$ cat src/rtl/fp_mul_pkg.sv
// -----------------------------------------------------------------------------
// fp_mul_pkg
// Shared definitions for the single-precision multiplier dispatcher:
//   st_t            dispatcher FSM state encoding
//   QNAN            canonical quiet NaN returned when the watchdog fires
//   field constants sign / exponent / mantissa widths and bit offsets
// -----------------------------------------------------------------------------
package fp_mul_pkg;

   typedef enum logic [1:0] {
      StIdle  = 2'd0,
      StIssue = 2'd1,
      StWait  = 2'd2,
      StDrain = 2'd3
   } st_t;

   localparam logic [31:0] QNAN = 32'h7FC0_0000;

   localparam int unsigned SIGN_BIT = 31;
   localparam int unsigned EXP_W    = 8;
   localparam int unsigned EXP_LSB  = 23;
   localparam int unsigned MANT_W   = 23;
   localparam int unsigned MANT_LSB = 0;

endpackage

$ cat src/rtl/fp_op_fifo.sv
// -----------------------------------------------------------------------------
// fp_op_fifo
// Synchronous operand FIFO (first-word fall-through read port).
// Ports:
//   clk_i    clock, all state on posedge
//   rst_ni   synchronous active-low reset (empties the FIFO)
//   push_i   write wdata_i (ignored when full)
//   pop_i    drop the head entry (ignored when empty)
//   wdata_i  entry to write
//   rdata_o  current head entry
//   count_o  occupancy 0..DEPTH
//   full_o   no free entry
//   empty_o  no valid entry
// DEPTH must be a power of two so the pointers wrap naturally.
// -----------------------------------------------------------------------------
module fp_op_fifo
   import fp_mul_pkg::*;
#(
   parameter int unsigned WIDTH = 64,
   parameter int unsigned DEPTH = 4
) (
   input  logic                     clk_i,
   input  logic                     rst_ni,
   input  logic                     push_i,
   input  logic                     pop_i,
   input  logic [WIDTH-1:0]         wdata_i,
   output logic [WIDTH-1:0]         rdata_o,
   output logic [$clog2(DEPTH):0]   count_o,
   output logic                     full_o,
   output logic                     empty_o
);

   localparam int unsigned AW = $clog2(DEPTH);
   localparam int unsigned CW = AW + 1;

   logic [WIDTH-1:0] mem_q [DEPTH];
   logic [AW-1:0]    wr_ptr_q, wr_ptr_d;
   logic [AW-1:0]    rd_ptr_q, rd_ptr_d;
   logic [CW-1:0]    count_q, count_d;
   logic             do_push, do_pop;

   assign full_o  = (count_q == CW'(DEPTH));
   assign empty_o = (count_q == '0);
   assign do_push = push_i && !full_o;
   assign do_pop  = pop_i && !empty_o;
   assign rdata_o = mem_q[rd_ptr_q];
   assign count_o = count_q;

   always_comb begin
      wr_ptr_d = wr_ptr_q;
      rd_ptr_d = rd_ptr_q;
      count_d  = count_q + CW'(do_push) - CW'(do_pop);
      if (do_push) wr_ptr_d = wr_ptr_q + 1'b1;
      if (do_pop)  rd_ptr_d = rd_ptr_q + 1'b1;
   end

   always_ff @(posedge clk_i) begin
      if (!rst_ni) begin
         wr_ptr_q <= '0;
         rd_ptr_q <= '0;
         count_q  <= '0;
      end else begin
         wr_ptr_q <= wr_ptr_d;
         rd_ptr_q <= rd_ptr_d;
         count_q  <= count_d;
      end
   end

   // Storage needs no reset: entries are only read after being written.
   always_ff @(posedge clk_i) begin
      if (do_push) mem_q[wr_ptr_q] <= wdata_i;
   end

endmodule

$ cat src/rtl/fp_mul_dispatcher.sv
// -----------------------------------------------------------------------------
// fp_mul_dispatcher
// Feeds a single-precision multiplier one operand pair at a time from a small
// FIFO and returns each product through a valid/ready output register, in order.
// Ports:
//   clk, rst               clock; synchronous active-low reset
//   a_in, b_in, in_valid   producer operand pair offer
//   in_ready               FIFO has room (low while in reset)
//   mul_op1, mul_op2       registered operands to the multiplier
//   mul_in_rdy             one-cycle start pulse to the multiplier
//   mul_res, mul_res_rdy   multiplier result and its one-cycle strobe
//   out_res, out_valid     captured product, held until out_ready
//   out_ready              consumer accept
//   busy                   FSM not idle or FIFO not empty
//   fifo_count             FIFO occupancy
//   timeout_err            sticky watchdog flag (FP_MUL_TIMEOUT_EN only)
// Build option: define FP_MUL_TIMEOUT_EN to add a WAIT-state watchdog that
// returns QNAN after TIMEOUT_CYCLES cycles without a result strobe.
// -----------------------------------------------------------------------------
module fp_mul_dispatcher
   import fp_mul_pkg::*;
#(
   parameter int unsigned SIZE           = 32,
   parameter int unsigned DEPTH          = 4,
   parameter int unsigned TIMEOUT_CYCLES = 64
) (
   input  logic                   clk,
   input  logic                   rst,
   input  logic [SIZE-1:0]        a_in,
   input  logic [SIZE-1:0]        b_in,
   input  logic                   in_valid,
   output logic                   in_ready,
   output logic [SIZE-1:0]        mul_op1,
   output logic [SIZE-1:0]        mul_op2,
   output logic                   mul_in_rdy,
   input  logic [SIZE-1:0]        mul_res,
   input  logic                   mul_res_rdy,
   output logic [SIZE-1:0]        out_res,
   output logic                   out_valid,
   input  logic                   out_ready,
   output logic                   busy,
`ifdef FP_MUL_TIMEOUT_EN
   output logic [$clog2(DEPTH):0] fifo_count,
   output logic                   timeout_err
`else
   output logic [$clog2(DEPTH):0] fifo_count
`endif
);

   st_t               state_q, state_d;
   logic [SIZE-1:0]   op1_q, op1_d;
   logic [SIZE-1:0]   op2_q, op2_d;
   logic              in_rdy_q, in_rdy_d;
   logic [SIZE-1:0]   res_q, res_d;
   logic              out_valid_q, out_valid_d;

   logic              fifo_push, fifo_pop, fifo_full, fifo_empty;
   logic [2*SIZE-1:0] fifo_head;

`ifdef FP_MUL_TIMEOUT_EN
   localparam int unsigned TW = $clog2(TIMEOUT_CYCLES + 1);
   localparam logic [TW-1:0] TLast = TW'(TIMEOUT_CYCLES - 1);
   logic [TW-1:0] tcnt_q, tcnt_d;
   logic          err_q, err_d;
`endif

   // Gate with rst so no push is advertised while the block is held in reset.
   assign in_ready  = !fifo_full && rst;
   assign fifo_push = in_valid && in_ready;

   fp_op_fifo #(
      .WIDTH (2 * SIZE),
      .DEPTH (DEPTH)
   ) u_fifo (
      .clk_i   (clk),
      .rst_ni  (rst),
      .push_i  (fifo_push),
      .pop_i   (fifo_pop),
      .wdata_i ({a_in, b_in}),
      .rdata_o (fifo_head),
      .count_o (fifo_count),
      .full_o  (fifo_full),
      .empty_o (fifo_empty)
   );

   always_comb begin
      state_d     = state_q;
      fifo_pop    = 1'b0;
      res_d       = res_q;
      out_valid_d = out_valid_q;
`ifdef FP_MUL_TIMEOUT_EN
      tcnt_d      = tcnt_q;
      err_d       = err_q;
`endif
      unique case (state_q)
         StIdle: begin
            if (!fifo_empty) begin
               fifo_pop = 1'b1;
               state_d  = StIssue;
            end
         end
         StIssue: begin
            state_d = StWait;
`ifdef FP_MUL_TIMEOUT_EN
            tcnt_d  = '0;
`endif
         end
         StWait: begin
            if (mul_res_rdy) begin
               res_d       = mul_res;
               out_valid_d = 1'b1;
               state_d     = StDrain;
`ifdef FP_MUL_TIMEOUT_EN
            end else if (tcnt_q == TLast) begin
               res_d       = QNAN;
               out_valid_d = 1'b1;
               err_d       = 1'b1;
               state_d     = StDrain;
            end else begin
               tcnt_d = tcnt_q + 1'b1;
`endif
            end
         end
         StDrain: begin
            // Leaving DRAIN only on a handshake keeps a gap of at least one cycle
            // between a result strobe and the next start pulse.
            if (out_ready) begin
               out_valid_d = 1'b0;
               if (!fifo_empty) begin
                  fifo_pop = 1'b1;
                  state_d  = StIssue;
               end else begin
                  state_d = StIdle;
               end
            end
         end
         default: state_d = StIdle;
      endcase

      op1_d    = fifo_pop ? fifo_head[2*SIZE-1:SIZE] : op1_q;
      op2_d    = fifo_pop ? fifo_head[SIZE-1:0]      : op2_q;
      in_rdy_d = (state_d == StIssue);
   end

   always_ff @(posedge clk) begin
      if (!rst) begin
         state_q     <= StIdle;
         op1_q       <= '0;
         op2_q       <= '0;
         in_rdy_q    <= 1'b0;
         res_q       <= '0;
         out_valid_q <= 1'b0;
`ifdef FP_MUL_TIMEOUT_EN
         tcnt_q      <= '0;
         err_q       <= 1'b0;
`endif
      end else begin
         state_q     <= state_d;
         op1_q       <= op1_d;
         op2_q       <= op2_d;
         in_rdy_q    <= in_rdy_d;
         res_q       <= res_d;
         out_valid_q <= out_valid_d;
`ifdef FP_MUL_TIMEOUT_EN
         tcnt_q      <= tcnt_d;
         err_q       <= err_d;
`endif
      end
   end

   assign mul_op1    = op1_q;
   assign mul_op2    = op2_q;
   assign mul_in_rdy = in_rdy_q;
   assign out_res    = res_q;
   assign out_valid  = out_valid_q;
   assign busy       = (state_q != StIdle) || !fifo_empty;
`ifdef FP_MUL_TIMEOUT_EN
   assign timeout_err = err_q;
`endif

endmodule

$ cat config.mk
export PLATFORM = sky130hd
export DESIGN_NAME = fp_mul_dispatcher
export DESIGN_NICKNAME = d
export VERILOG_FILES = /design/src/rtl/fp_mul_pkg.sv /design/src/rtl/fp_op_fifo.sv /design/src/rtl/fp_mul_dispatcher.sv
export SDC_FILE = /design/constraint.sdc
export NUM_CORES = 1
export LEC_CHECK = 0
export ABC_AREA = 1
export CAP_MARGIN = 25
export CORE_UTILIZATION = 40
export DETAILED_ROUTE_END_ITERATION = 16
export PLACE_DENSITY = 0.74
export SLEW_MARGIN = 10
export SYNTH_ARGS = -nofsm -noshare
export SYNTH_HDL_FRONTEND = slang
export SYNTH_SLANG_ARGS = --single-unit
$ cat constraint.sdc
create_clock -name clk -period 3.74 [get_ports clk]
set_input_delay 0.374 -clock clk [delete_from_list [all_inputs] [get_ports clk]]
set_output_delay 0.374 -clock clk [all_outputs]
set_load 0.1 [all_outputs]
### Yosys cells after proc, flatten, opt, wreduce, memory -nomap -nowiden

Memory sizes are Yosys's and may differ from the RTL's. A register that Yosys moved wholly into a read port is not among the register bits.
Index checks and enable logic that the tools add are counted.

* memories kept: 1
* memory bits (writable): 256
* bits in registers: 43
* output and inout bits: 103
* word-level logic and storage cells: 46

* equality and inequality tests: 7
* add/sub/neg operators: 4
* reduce and logical (&&, ||, !) cells: 14
* muxes and demuxes: 13

Memories
* u_fifo.mem_q: words 4, width 64, rd ports 1, clocked after Yosys merged registers in 1, wr ports 1, line fp_op_fifo.sv:36 `logic [WIDTH-1:0] mem_q [DEPTH];`

Operators with widths (number)
* 2-bit one-hot mux with 4 select lines: 1
* 1-bit 2-to-1 mux: 7
* 2-bit 2-to-1 mux: 3
* 2-bit by 1-bit adder with 2-bit output, second input constant: 2
* 2-bit by 1-bit == test with 1-bit output, second input constant: 2
* 2-bit == test, second input constant: 2
* 1-bit logical AND: 4
* 2-bit inequality test, second input constant: 2
* 1-bit one-hot mux with 2 select lines: 2
* 2-bit nonzero test: 2
* 3-bit by 1-bit adder with 3-bit output: 1
* 3-bit == test, second input constant: 1
* 1-bit logical NOT: 3
* 3-bit logical NOT: 1
* 3-bit AND reduction: 1
* 3-bit by 1-bit subtractor with 3-bit output: 1
* 2-bit logical NOT: 1
* 2-bit AND reduction: 1
* 1-bit logical OR: 1

### Depth between registers and ports, before layout

Gate-level depths: netlist of run 1.

* word-level depth: 7
* gate-level depth with buffers: 16
* mapped depth without buffers: 14

### Hierarchy

From an unflattened synthesis of run 1, not the netlist that was laid out.

* cell total of the unflattened synthesis: 1147
* area, all modules: 13685.6 um2

By module, submodules not included
* fp_op_fifo: seq. area each 7867.5 um2, area an instance 9977.1 um2, cells each 687, instances 1
* fp_mul_dispatcher: seq. area each 2001.9 um2, area an instance 3708.6 um2, cells each 460, instances 1

### Worst setup path before layout of run 1

OpenSTA, ideal clock, no wires.

* path type: register -> register
* from: reg u_fifo.count_q[1] (netlist: u_fifo.count_o[1])
* to: mem u_fifo.mem_q[0][0] (enable)
* cell stages (with the launch flop): 5
* buffers on the path: 0
* arrival time: 4.083 ns
* data required time: 3.253 ns
* path slack: -0.830 ns
* period minus slack after synthesis: 4.570 ns
* path through: dfxtp_1 > nor2_4 > nand2_1 > nand3_1 > nor2_1

* word-level cells in the longest chain between the ends: 7

Ends and longest elaborated chain
* start, declared: line fp_op_fifo.sv:39 `logic [CW-1:0] count_q, count_d;`
* start signal, assigned: line fp_op_fifo.sv:65 `count_q <= count_d;`
* 3-bit == test *: line fp_op_fifo.sv:42 `assign full_o = (count_q == CW'(DEPTH));`
* 1-bit logical NOT *: line fp_op_fifo.sv:44, fp_mul_dispatcher.sv:68
* 1-bit logical AND: line fp_mul_dispatcher.sv:68 `assign in_ready = !fifo_full && rst;`
* 1-bit logical AND: line fp_mul_dispatcher.sv:69 `assign fifo_push = in_valid && in_ready;`
* 1-bit logical AND *: line fp_op_fifo.sv:44 `assign do_push = push_i && !full_o;`
* 1-bit 2-to-1 mux *: line fp_op_fifo.sv:71 `if (do_push) mem_q[wr_ptr_q] <= wdata_i;`
* 1-bit 2-to-1 mux (implied by the code) *: line fp_op_fifo.sv:71
* end, declared: line fp_op_fifo.sv:36

Mark *: on every way between the ends. The rest lies on a longest branch, timed or not.

### Final worst setup path of run 1

* from: reg state_q[0]
* to: out busy

* word-level cells in the longest chain between the ends: 2

Ends and longest elaborated chain
* start, declared: line fp_mul_dispatcher.sv:50 `st_t state_q, state_d;`
* start signal, assigned: line fp_mul_dispatcher.sv:147 `state_q <= StIdle;`
* start signal, assigned: line fp_mul_dispatcher.sv:158 `state_q <= state_d;`
* 2-bit nonzero test: line fp_mul_dispatcher.sv:176 `assign busy = (state_q != StIdle) || !fifo_empty;`
* 1-bit logical OR: line fp_mul_dispatcher.sv:176
* end, declared: line fp_mul_dispatcher.sv:41 `output logic busy,`

No other way between the ends.

==> results of run 1 <==
flip-flops by register name (all words and copies together) (netlist names):
name,flops
out_res,32
mul_op2,32
mul_op1,32
out_valid,1
mul_in_rdy,1
u_fifo.rd_ptr_q,2
state_q,2
u_fifo.mem_q,256
u_fifo.wr_ptr_q,2
u_fifo.count_o,3
layout by cell type, fill, tap and decap left out, types with 2 or more instances in the layout:
master / netlist / final
a21oi_1: 5 / 5
buf_12: 0 / 2
buf_4: 11 / 16
bufinv_16: 0 / 4
clkbuf_1: 23 / 5
clkbuf_16: 0 / 39
clkdlybuf4s50_1: 0 / 201
clkinv_1: 0 / 2
clkinv_2: 0 / 7
clkinv_4: 0 / 4
clkinv_8: 0 / 2
clkinvlp_4: 0 / 6
dfxtp_1: 107 / 105
dfxtp_4: 0 / 2
diode_2: 0 / 2
edfxtp_1: 256 / 256
ha_1: 11 / 11
inv_1: 88 / 88
inv_2: 3 / 2
nand2_1: 212 / 212
nand3_1: 7 / 7
nor2_1: 465 / 461
nor2_4: 1 / 5
o21ai_0: 154 / 154
o21ai_1: 9 / 9
stage by stage:
stage               total power [mW]  std cells
floorplan                       11.1       1395
global placement                12.6       1997
detailed placement              12.7       1997
CTS                             16.5       2067
global route                    17.3       2068
finish                          16.4       2070
synth_stat cells:
cell type / count / area share [%]
nand2_2: 1 / 0.044
inv_1: 88 / 2.3
buf_1: 9 / 0.24
clkbuf_1: 23 / 0.61
nor2_1: 465 / 12
inv_2: 3 / 0.080
nand3_1: 7 / 0.25
edfxtp_1: 256 / 54
o21ai_1: 9 / 0.32
fa_1: 1 / 0.14
dfxtp_1: 107 / 15
buf_2: 26 / 0.92
ha_1: 11 / 0.97
o21ai_0: 154 / 5.4
nand2_1: 212 / 5.6
buf_6: 3 / 0.24
buf_4: 11 / 0.58
xor2_1: 1 / 0.062
a21oi_1: 5 / 0.18
nor2_4: 1 / 0.080
nand3_2: 1 / 0.071
xnor2_1: 1 / 0.062
per-layer routing:
metal  vias up  wire length [µm]
met5         -                31
met3        59              2070
li1       4899                 -
met1      4544             13500
met4         4               713
met2       239             15600
power breakdown:
part | switching [mW] | leakage, nW | internal [mW] | total [mW]
Sequential | 0.354 | 3.20 | 4.90 | 5.26
Combinational | 5.55 | 2.98 | 1.81 | 7.35
Clock | 1.57 | 0.613 | 2.24 | 3.81
critical path, delay by kind of cell (launching register included):
family,cells,cell delay (ps)
and+or+nand+nor,1,70
buffers and inverters,2,1260
DFF,1,420
adders and majority gates,1,220
area by class of cell:
class                   count  share of cell area (%)
clock inverters            25                    1.56
clock buffers              45                    5.64
well taps                 455                    3.18
multi-input cells         869                    20.4
diodes                      2                  0.0280
flip-flops and latches    363                    55.0
repair buffers            220                    12.2
inverters                  91                    1.92
how the worst min path moves through the flow:
stage / start / end / slack, ps / cells past startpoint
3_5_place_dp: out_res[2] / out_res[2] / 470 / 2
6_report: rst / mul_op1[27] / 290 / 3
2_1_floorplan: b_in[0] / u_fifo.mem_q[0][0] / 470 / 0
4_1_cts: rst / mul_op1[16] / 270 / 3
5_1_grt: rst / mul_op1[13] / 310 / 3
3_3_place_gp: out_res[18] / out_res[18] / 460 / 2
cells by family after synthesis:
logic type      count (synthesis)
compound gates                168
xor+xnor                        2
fa+ha+maj                      12
buf+inv                       163
flops                         363
simple gates                  687
==> results.sh, run 1 <==
export IMPL_status="finished, final reports clean"
export IMPL_yosys_warnings=0
export IMPL_maxSlewHeadroom_pct=29.1
export IMPL_slowest_stage="clkdlybuf4s50_1"
export IMPL_hp_class="input pin to register"
export IMPL_htreeDepth=2
export IMPL_ys_types=22
export IMPL_finalSetupViolCount=0
export IMPL_drv_cap=0
export IMPL_ys_seq_area_share_pct=69.4
export IMPL_final_area_um2=17900
export IMPL_fin_ws_ps=879
export IMPL_hpwl_mm=18.8
export IMPL_end_kind="output port"
export IMPL_hold_viol=0
export IMPL_crit_end="busy"
export IMPL_worst_path_max_fanout=5
export IMPL_tightest_slew_ps=1060
export IMPL_io_buffers=203
export IMPL_drcViolationCount=0
export IMPL_hold_ws_ps=289
export IMPL_fin_util_pct=51.5
export IMPL_dr_pass1_iters=5
export IMPL_ir_drop_uv=580
export IMPL_place_area_um2=16600
export IMPL_cp_arrival_ps=2490
export IMPL_insertion_delay_ps=530
export IMPL_synthSimpleGateAreaFrac_pct=18.4
export IMPL_placementRows=68
export IMPL_syn_area_per_cell_um2=10.1
export IMPL_crit_start="state_q[0]"
export IMPL_tritoncts="yes"
export IMPL_viasPerCell=4.71
export IMPL_clk_path_buf_depth=3
export IMPL_report_final_slew_viol_count=0
export IMPL_start_kind="register"
export IMPL_met1_usage_pct=21.0
export IMPL_crit_type="register to output port"
export IMPL_grt_pass1_vias=9514
export IMPL_drt_wl_total_mm=31.9
export IMPL_top_usage_layer="met2"
export IMPL_num_vias=9745
export IMPL_met3_usage_pct=4.21
export IMPL_postRouteAntennaNets=0
export IMPL_worstReg2RegEnd="mul_op2[8]"
export IMPL_ctsHoldBuffers=0
export IMPL_initialDrtViolationCount=447
export IMPL_post_cts_setup_buffers=0
export IMPL_ff2ff_setup_slack_ps=1230
export IMPL_worstRegToRegCells=6
export IMPL_syn_instance_count=1395
export IMPL_p_leak_nw=6.79
export IMPL_synthMuxAreaShare_pct=0
export IMPL_met2_usage_pct=31.1
export IMPL_antenna_found_initial=4
export IMPL_fill_cells=2986
export IMPL_ios=204
export IMPL_track_usage_pct=17.6
export IMPL_cts_made_buffers=38
export IMPL_fin_skew_ps=17.3
export IMPL_gr_total_overflow=0
export IMPL_syn_cell_area_um2=14200
export IMPL_fmax_mhz=350
export IMPL_cts_repair_resized=0
export IMPL_die_x_um=190
export IMPL_crit_path_cell_trace="inv_1 > ha_1 > nand2_1 > clkdlybuf4s50_1"
export IMPL_worstPathRequired_ps=3370
export IMPL_max_stage_delay_ps=1140
export IMPL_worstReg2RegStart="u_fifo.rd_ptr_q[0]"
export IMPL_multi_input_area_um2=3660
export IMPL_start_util_pct=40.8
export IMPL_fin_crit_sh_pct=76.5
export IMPL_pre_cts_slack_ps=1140
export IMPL_grt_pass1_wl_mm=49.9
export IMPL_synth_top_family_by_area="simple AND/OR/NAND/NOR gates"
export IMPL_dieArea_um2=36100
export IMPL_cts_root_buf="clkbuf_16"
export IMPL_synth_compound_area_share_pct=5.94
export IMPL_routabilityCongestion=0.768
export IMPL_final_seq_area_um2=9840
export IMPL_power_density_nw_per_um2=918
export IMPL_syn_to_final_growth_pct=26.3
export IMPL_tns_ps=0
export IMPL_wl_per_cell_um=15.4
export IMPL_clk_pin_slew_worst_paths_ps=60
export IMPL_synth_xor_xnor_area_share_pct=0.124
export IMPL_grt_max_degree=88
export IMPL_fin_nets=1696
export IMPL_die_h_um=190
export IMPL_core_um2=34700
export IMPL_syn_nets=1508
export IMPL_rsz0062_at_grt="no"
export IMPL_drive_gt1_share_pct=5.83
export IMPL_cts_sinks=363
export IMPL_synthAdderAreaFrac_pct=1.11
export IMPL_ys_ff_latch=363
export IMPL_finalCriticalPeriod_ps=2860
Note: power is estimated with default switching activity, not from simulation.
==> run 2: changes to the inputs <==
PLACE_DENSITY = 0.72   (was 0.74)
clock period = 3 ns   (was 3.74 ns; I/O delays follow)
==> run 2 against run 1 <==
- routed wire length shrank 3.6%
- core utilization down 0.18 points
- combinational power is 23% higher
- clock skew increased by 0.98 ps
- cell count about the same
- clock-buffer cell count is 5 higher
- die area unchanged
- critical endpoint is now u_fifo.count_o[2]
- critical path depth increased by 10
- critical path type is now register to register
- sequential cell count stayed put
- sequential power up 24%
- clock power up 24%
==> results.sh, run 2 (synthesis results as in run 1) <==
export IMPL_crit_type="register to register"
export IMPL_start_util_pct=40.8
export IMPL_insertion_delay_ps=510
export IMPL_crit_path_frequent_cell="inv_1"
export IMPL_gr_total_overflow=0
export IMPL_holdPathEnd="u_fifo.wr_ptr_q[1]"
export IMPL_ir_drop_uv=962
export IMPL_ctsHoldBuffers=0
export IMPL_ff2ff_setup_slack_ps=570
export IMPL_layout_common_cells="461 x nor2_1, 256 x edfxtp_1, 212 x nand2_1"
export IMPL_slowest_stage="dfxtp_1"
export IMPL_fin_nets=1698
export IMPL_report_final_slew_viol_count=0
export IMPL_hold_ws_ps=352
export IMPL_tritoncts="yes"
export IMPL_crit_buf_inv=5
export IMPL_top_register="u_fifo.mem_q"
export IMPL_max_stage_delay_ps=400
export IMPL_end_kind="register"
export IMPL_rsz0062_at_grt="no"
export IMPL_tightest_slew_ps=994
export IMPL_num_vias=9638
export IMPL_cp_num_cells=14
export IMPL_cp_arrival_ps=2860
export IMPL_status="finished, final reports clean"
export IMPL_clk_pin_slew_worst_paths_ps=60
export IMPL_worstRegToRegCells=14
export IMPL_drcViolationCount=0
export IMPL_power_mw=20.3
export IMPL_hp_class="input pin to register"
export IMPL_cts_sinks=363
export IMPL_clk_path_buf_depth=3
export IMPL_crit_path_cell_trace="inv_1 > ha_1 > inv_1 > nand2_1 > nand3_4 > inv_1 > ha_1 > inv_1 > ha_1 > inv_1 > fa_1 > xnor2_1 > o21ai_0 > a21oi_1"
export IMPL_placementRows=68
export IMPL_power_density_nw_per_um2=1140
export IMPL_die_h_um=190
export IMPL_syn_to_final_growth_pct=25.9
export IMPL_hpwl_mm=17.5
export IMPL_die_x_um=190
export IMPL_io_buffers=203
export IMPL_post_cts_setup_buffers=0
export IMPL_cp_top_family="adder cells"
export IMPL_holdCritStartpoint="rst"
export IMPL_fin_skew_ps=18.3
export IMPL_wl_per_cell_um=14.8
export IMPL_fmax_mhz=411
export IMPL_grt_max_degree=132
export IMPL_finalCriticalPeriod_ps=2430
export IMPL_largest_reg_flops=256
export IMPL_viasPerCell=4.65
export IMPL_htreeDepth=2
export IMPL_worstReg2RegEnd="u_fifo.count_o[2]"
export IMPL_antenna_found_initial=4
export IMPL_drt_wl_total_mm=30.8
export IMPL_crit_start="state_q[0]"
export IMPL_dieArea_um2=36100
export IMPL_cts_made_buffers=39
export IMPL_cts_root_buf="clkbuf_16"
export IMPL_final_area_um2=17800
export IMPL_worstReg2RegStart="state_q[0]"
export IMPL_postRouteAntennaNets=0
export IMPL_drive_gt1_share_pct=8.74
export IMPL_track_usage_pct=17.3
export IMPL_fin_util_pct=51.3
export IMPL_fin_crit_sh_pct=81.1
export IMPL_finalSetupViolCount=0
export IMPL_grt_pass1_wl_mm=48.7
export IMPL_dr_pass1_iters=4
export IMPL_final_common_cell="nor2_1"
export IMPL_worstPathRequired_ps=3430
export IMPL_ios=204
export IMPL_grt_pass1_vias=9219
export IMPL_min_path_cells=4
export IMPL_tns_ps=0
export IMPL_hold_viol=0
export IMPL_initialDrtViolationCount=499
export IMPL_worst_path_max_fanout=5
export IMPL_place_area_um2=16500
export IMPL_p_leak_nw=6.91
export IMPL_routabilityCongestion=0.737
export IMPL_maxSlewHeadroom_pct=33.5
export IMPL_core_um2=34700
export IMPL_drv_cap=0
export IMPL_cts_repair_resized=0
export IMPL_start_kind="register"
[run 2: worst max path at each step]
stage               slack, ps                 end
CTS                       550   u_fifo.count_o[2]
finish                    570   u_fifo.count_o[2]
detailed placement        440   u_fifo.count_o[2]
floorplan                -560  u_fifo.mem_q[0][0]
global placement          490   u_fifo.count_o[2]
global route              290   u_fifo.count_o[2]
[run 2: layer usage]
layer | global-route usage (%) | wire, µm | vias up
met5 | 0 | 12 | -
met4 | 6.09 | 810 | 2
li1 | - | - | 4897
met3 | 2.71 | 1820 | 59
met2 | 29.6 | 14800 | 257
met1 | 22.1 | 13300 | 4423
[run 2: tightest hold or removal path: stages]
cell,delay (ps)
buf_4,80
nand3_1,230
nand3_1,140
nand2_1,50
[run 2: stage by stage]
step	worst slack [ps]	instances
2_1_floorplan	-561	1395
3_3_place_gp	487	1999
6_report	566	2072
5_1_grt	295	2072
3_5_place_dp	441	1999
4_1_cts	545	2069
[run 2: power by group]
group	internal, mW	leakage (nW)	switching [mW]
clock network	2.87	0.633	1.85
registers	6.12	3.20	0.423
logic	2.18	3.08	6.87
[run 2: area by class of cell]
class,instances,area [µm²]
Fill cell,3044,16900
Sequential cell,363,9840
Multi-Input combinational cell,869,3660
Timing Repair Buffer,221,2120
Clock buffer,50,1070
Tap cell,455,569
Inverter,91,343
Clock inverter,20,214
Antenna cell,3,7.51
==> run 3: changes to the inputs <==
PLACE_DENSITY = 0.74   (was 0.72)
clock period = 2.2 ns   (was 3 ns; I/O delays follow)
==> run 3 against run 2 <==
- sequential power rose by 36%
- first-iteration DRC count fell by 15%
- sequential share of layout area fell by 0.37 points
- critical endpoint unchanged
- worst hold slack lost 290 ps
- clock-buffer cell count rose by 2
- non-clock buffer count increased by 12
- largest cell class unchanged
- cell count is 0.53% higher
- clock power up 36%
==> results.sh, run 3 (synthesis results as in run 1) <==
export IMPL_grt_pass1_vias=9333
export IMPL_dr_pass1_iters=5
export IMPL_pre_cts_slack_ps=-65.3
export IMPL_clk_path_buf_depth=3
export IMPL_power_mw=27.9
export IMPL_viasPerCell=4.68
export IMPL_fill_cells=2976
export IMPL_gr_total_overflow=0
export IMPL_worstReg2RegStart="state_q[0]"
export IMPL_post_cts_setup_buffers=0
export IMPL_core_um2=34700
export IMPL_fin_nets=1711
export IMPL_num_vias=9747
export IMPL_p_leak_nw=7.10
export IMPL_fin_util_pct=51.8
export IMPL_drv_cap=0
export IMPL_fin_skew_ps=16.4
export IMPL_tritoncts="yes"
export IMPL_drt_wl_total_mm=31.1
export IMPL_antenna_found_initial=2
export IMPL_worstRegToRegCells=13
export IMPL_met3_usage_pct=3.80
export IMPL_maxSlewHeadroom_pct=57.6
export IMPL_hpwl_mm=18.7
export IMPL_placementRows=68
export IMPL_end_kind="register"
export IMPL_final_seq_area_um2=9850
export IMPL_holdCritStartpoint="rst"
export IMPL_grt_max_degree=130
export IMPL_die_h_um=190
export IMPL_final_cell_count_no_fill=2083
export IMPL_io_buffers=203
export IMPL_rsz0062_at_grt="no"
export IMPL_met1_usage_pct=20.1
export IMPL_final_common_cell="nor2_1"
export IMPL_worstPathRequired_ps=2640
export IMPL_tns_ps=0
export IMPL_top_usage_layer="met2"
export IMPL_crit_path_cell_trace="ha_1 > nand2_2 > nand2_2 > nand3_4 > inv_2 > ha_4 > inv_2 > ha_4 > inv_2 > fa_2 > xnor2_2 > o21ai_1 > a21oi_1"
export IMPL_slowest_stage="dfxtp_4"
export IMPL_wl_per_cell_um=14.9
export IMPL_ff2ff_setup_slack_ps=130
export IMPL_status="finished, final reports clean"
export IMPL_layout_common_cells="461 x nor2_1, 256 x edfxtp_1, 210 x nand2_1"
export IMPL_place_area_um2=16600
export IMPL_fmax_mhz=484
export IMPL_tightest_slew_ps=636
export IMPL_syn_to_final_growth_pct=27.0
export IMPL_final_area_um2=18000
export IMPL_grt_pass1_wl_mm=48.2
export IMPL_placed_cells=2010
export IMPL_initialDrtViolationCount=422
export IMPL_report_final_slew_viol_count=0
export IMPL_crit_buf_inv=3
export IMPL_ir_drop_uv=1000
export IMPL_fin_crit_sh_pct=93.9
export IMPL_crit_path_frequent_cell="inv_2"
export IMPL_htreeDepth=2
export IMPL_cts_made_buffers=40
export IMPL_crit_type="register to register"
export IMPL_start_kind="register"
export IMPL_track_usage_pct=17.1
export IMPL_met2_usage_pct=31.0
export IMPL_min_path_cells=3
export IMPL_largest_reg_flops=256
export IMPL_power_density_nw_per_um2=1550
export IMPL_start_util_pct=40.8
export IMPL_antenna_cells=0
export IMPL_die_x_um=190
export IMPL_worstReg2RegEnd="u_fifo.count_o[2]"
export IMPL_fin_ws_ps=135
export IMPL_cp_top_family="adder cells"
export IMPL_cts_root_buf="clkbuf_16"
export IMPL_worst_path_max_fanout=5
export IMPL_hp_class="input pin to register"
export IMPL_ctsHoldBuffers=0
export IMPL_routabilityCongestion=0.725
export IMPL_hold_viol=0
export IMPL_holdPathEnd="u_fifo.wr_ptr_q[0]"
export IMPL_ios=204
export IMPL_max_stage_delay_ps=360
export IMPL_clk_pin_slew_worst_paths_ps=60
export IMPL_finalSetupViolCount=0
export IMPL_hold_ws_ps=66.2
export IMPL_drive_gt1_share_pct=13.9
export IMPL_cp_arrival_ps=2510
export IMPL_finalCriticalPeriod_ps=2070
export IMPL_multi_input_area_um2=3720
export IMPL_insertion_delay_ps=520
export IMPL_drcViolationCount=0
export IMPL_dieArea_um2=36100
export IMPL_cts_sinks=363
export IMPL_postRouteAntennaNets=0
export IMPL_top_register="u_fifo.mem_q"
-- run 3: worst register-to-register path: stages (launching register included) --
cell and delay, ps:
dfxtp_4 360, ha_1 230, nand2_2 90, nand2_2 70
nand3_4 90, inv_2 40, ha_4 200, inv_2 60
ha_4 120, inv_2 30, fa_2 340, xnor2_2 150
o21ai_1 80, a21oi_1 130
-- run 3: power breakdown --
group	switching, mW	internal, mW	total (mW)
clock network	2.54	3.89	6.43
logic	9.55	3.03	12.6
registers	0.541	8.36	8.90
total	12.6	15.3	27.9
-- run 3: timing repair --
item	in CTS	in global routing
endpoints found under the hold margin	0	0
setup endpoints to repair	0	44
resized for setup	0	6
-- run 3: layer usage --
metal / vias up / part of all wire [%] / wire length (µm)
met3: 44 / 6.0 / 1860
li1: 4930 / - / -
met2: 245 / 50 / 15500
met5: - / 0.074 / 23
met4: 4 / 1.8 / 565
met1: 4524 / 42 / 13200
-- run 3: area by class of cell --
class,instances,area share (%)
Clock inverter,20,1.07
Timing Repair Buffer,233,12.2
Sequential cell,363,54.8
Inverter,91,1.91
Tap cell,455,3.17
Multi-Input combinational cell,869,20.7
Clock buffer,52,6.11
-- run 3: worst max path at each step --
stage                                  from           endpoint  slack, ps  depth (start not counted)
final                            state_q[0]  u_fifo.count_o[2]        130                         13
after CTS                        state_q[0]  u_fifo.count_o[2]         40                         14
after global placement            out_ready  u_fifo.count_o[2]        -70                         13
after detailed placement          out_ready  u_fifo.count_o[2]        -70                         13
after floorplan           u_fifo.count_o[1]  u_fifo.count_o[2]       -140                         14
after global routing             state_q[0]  u_fifo.count_o[2]          9                         14
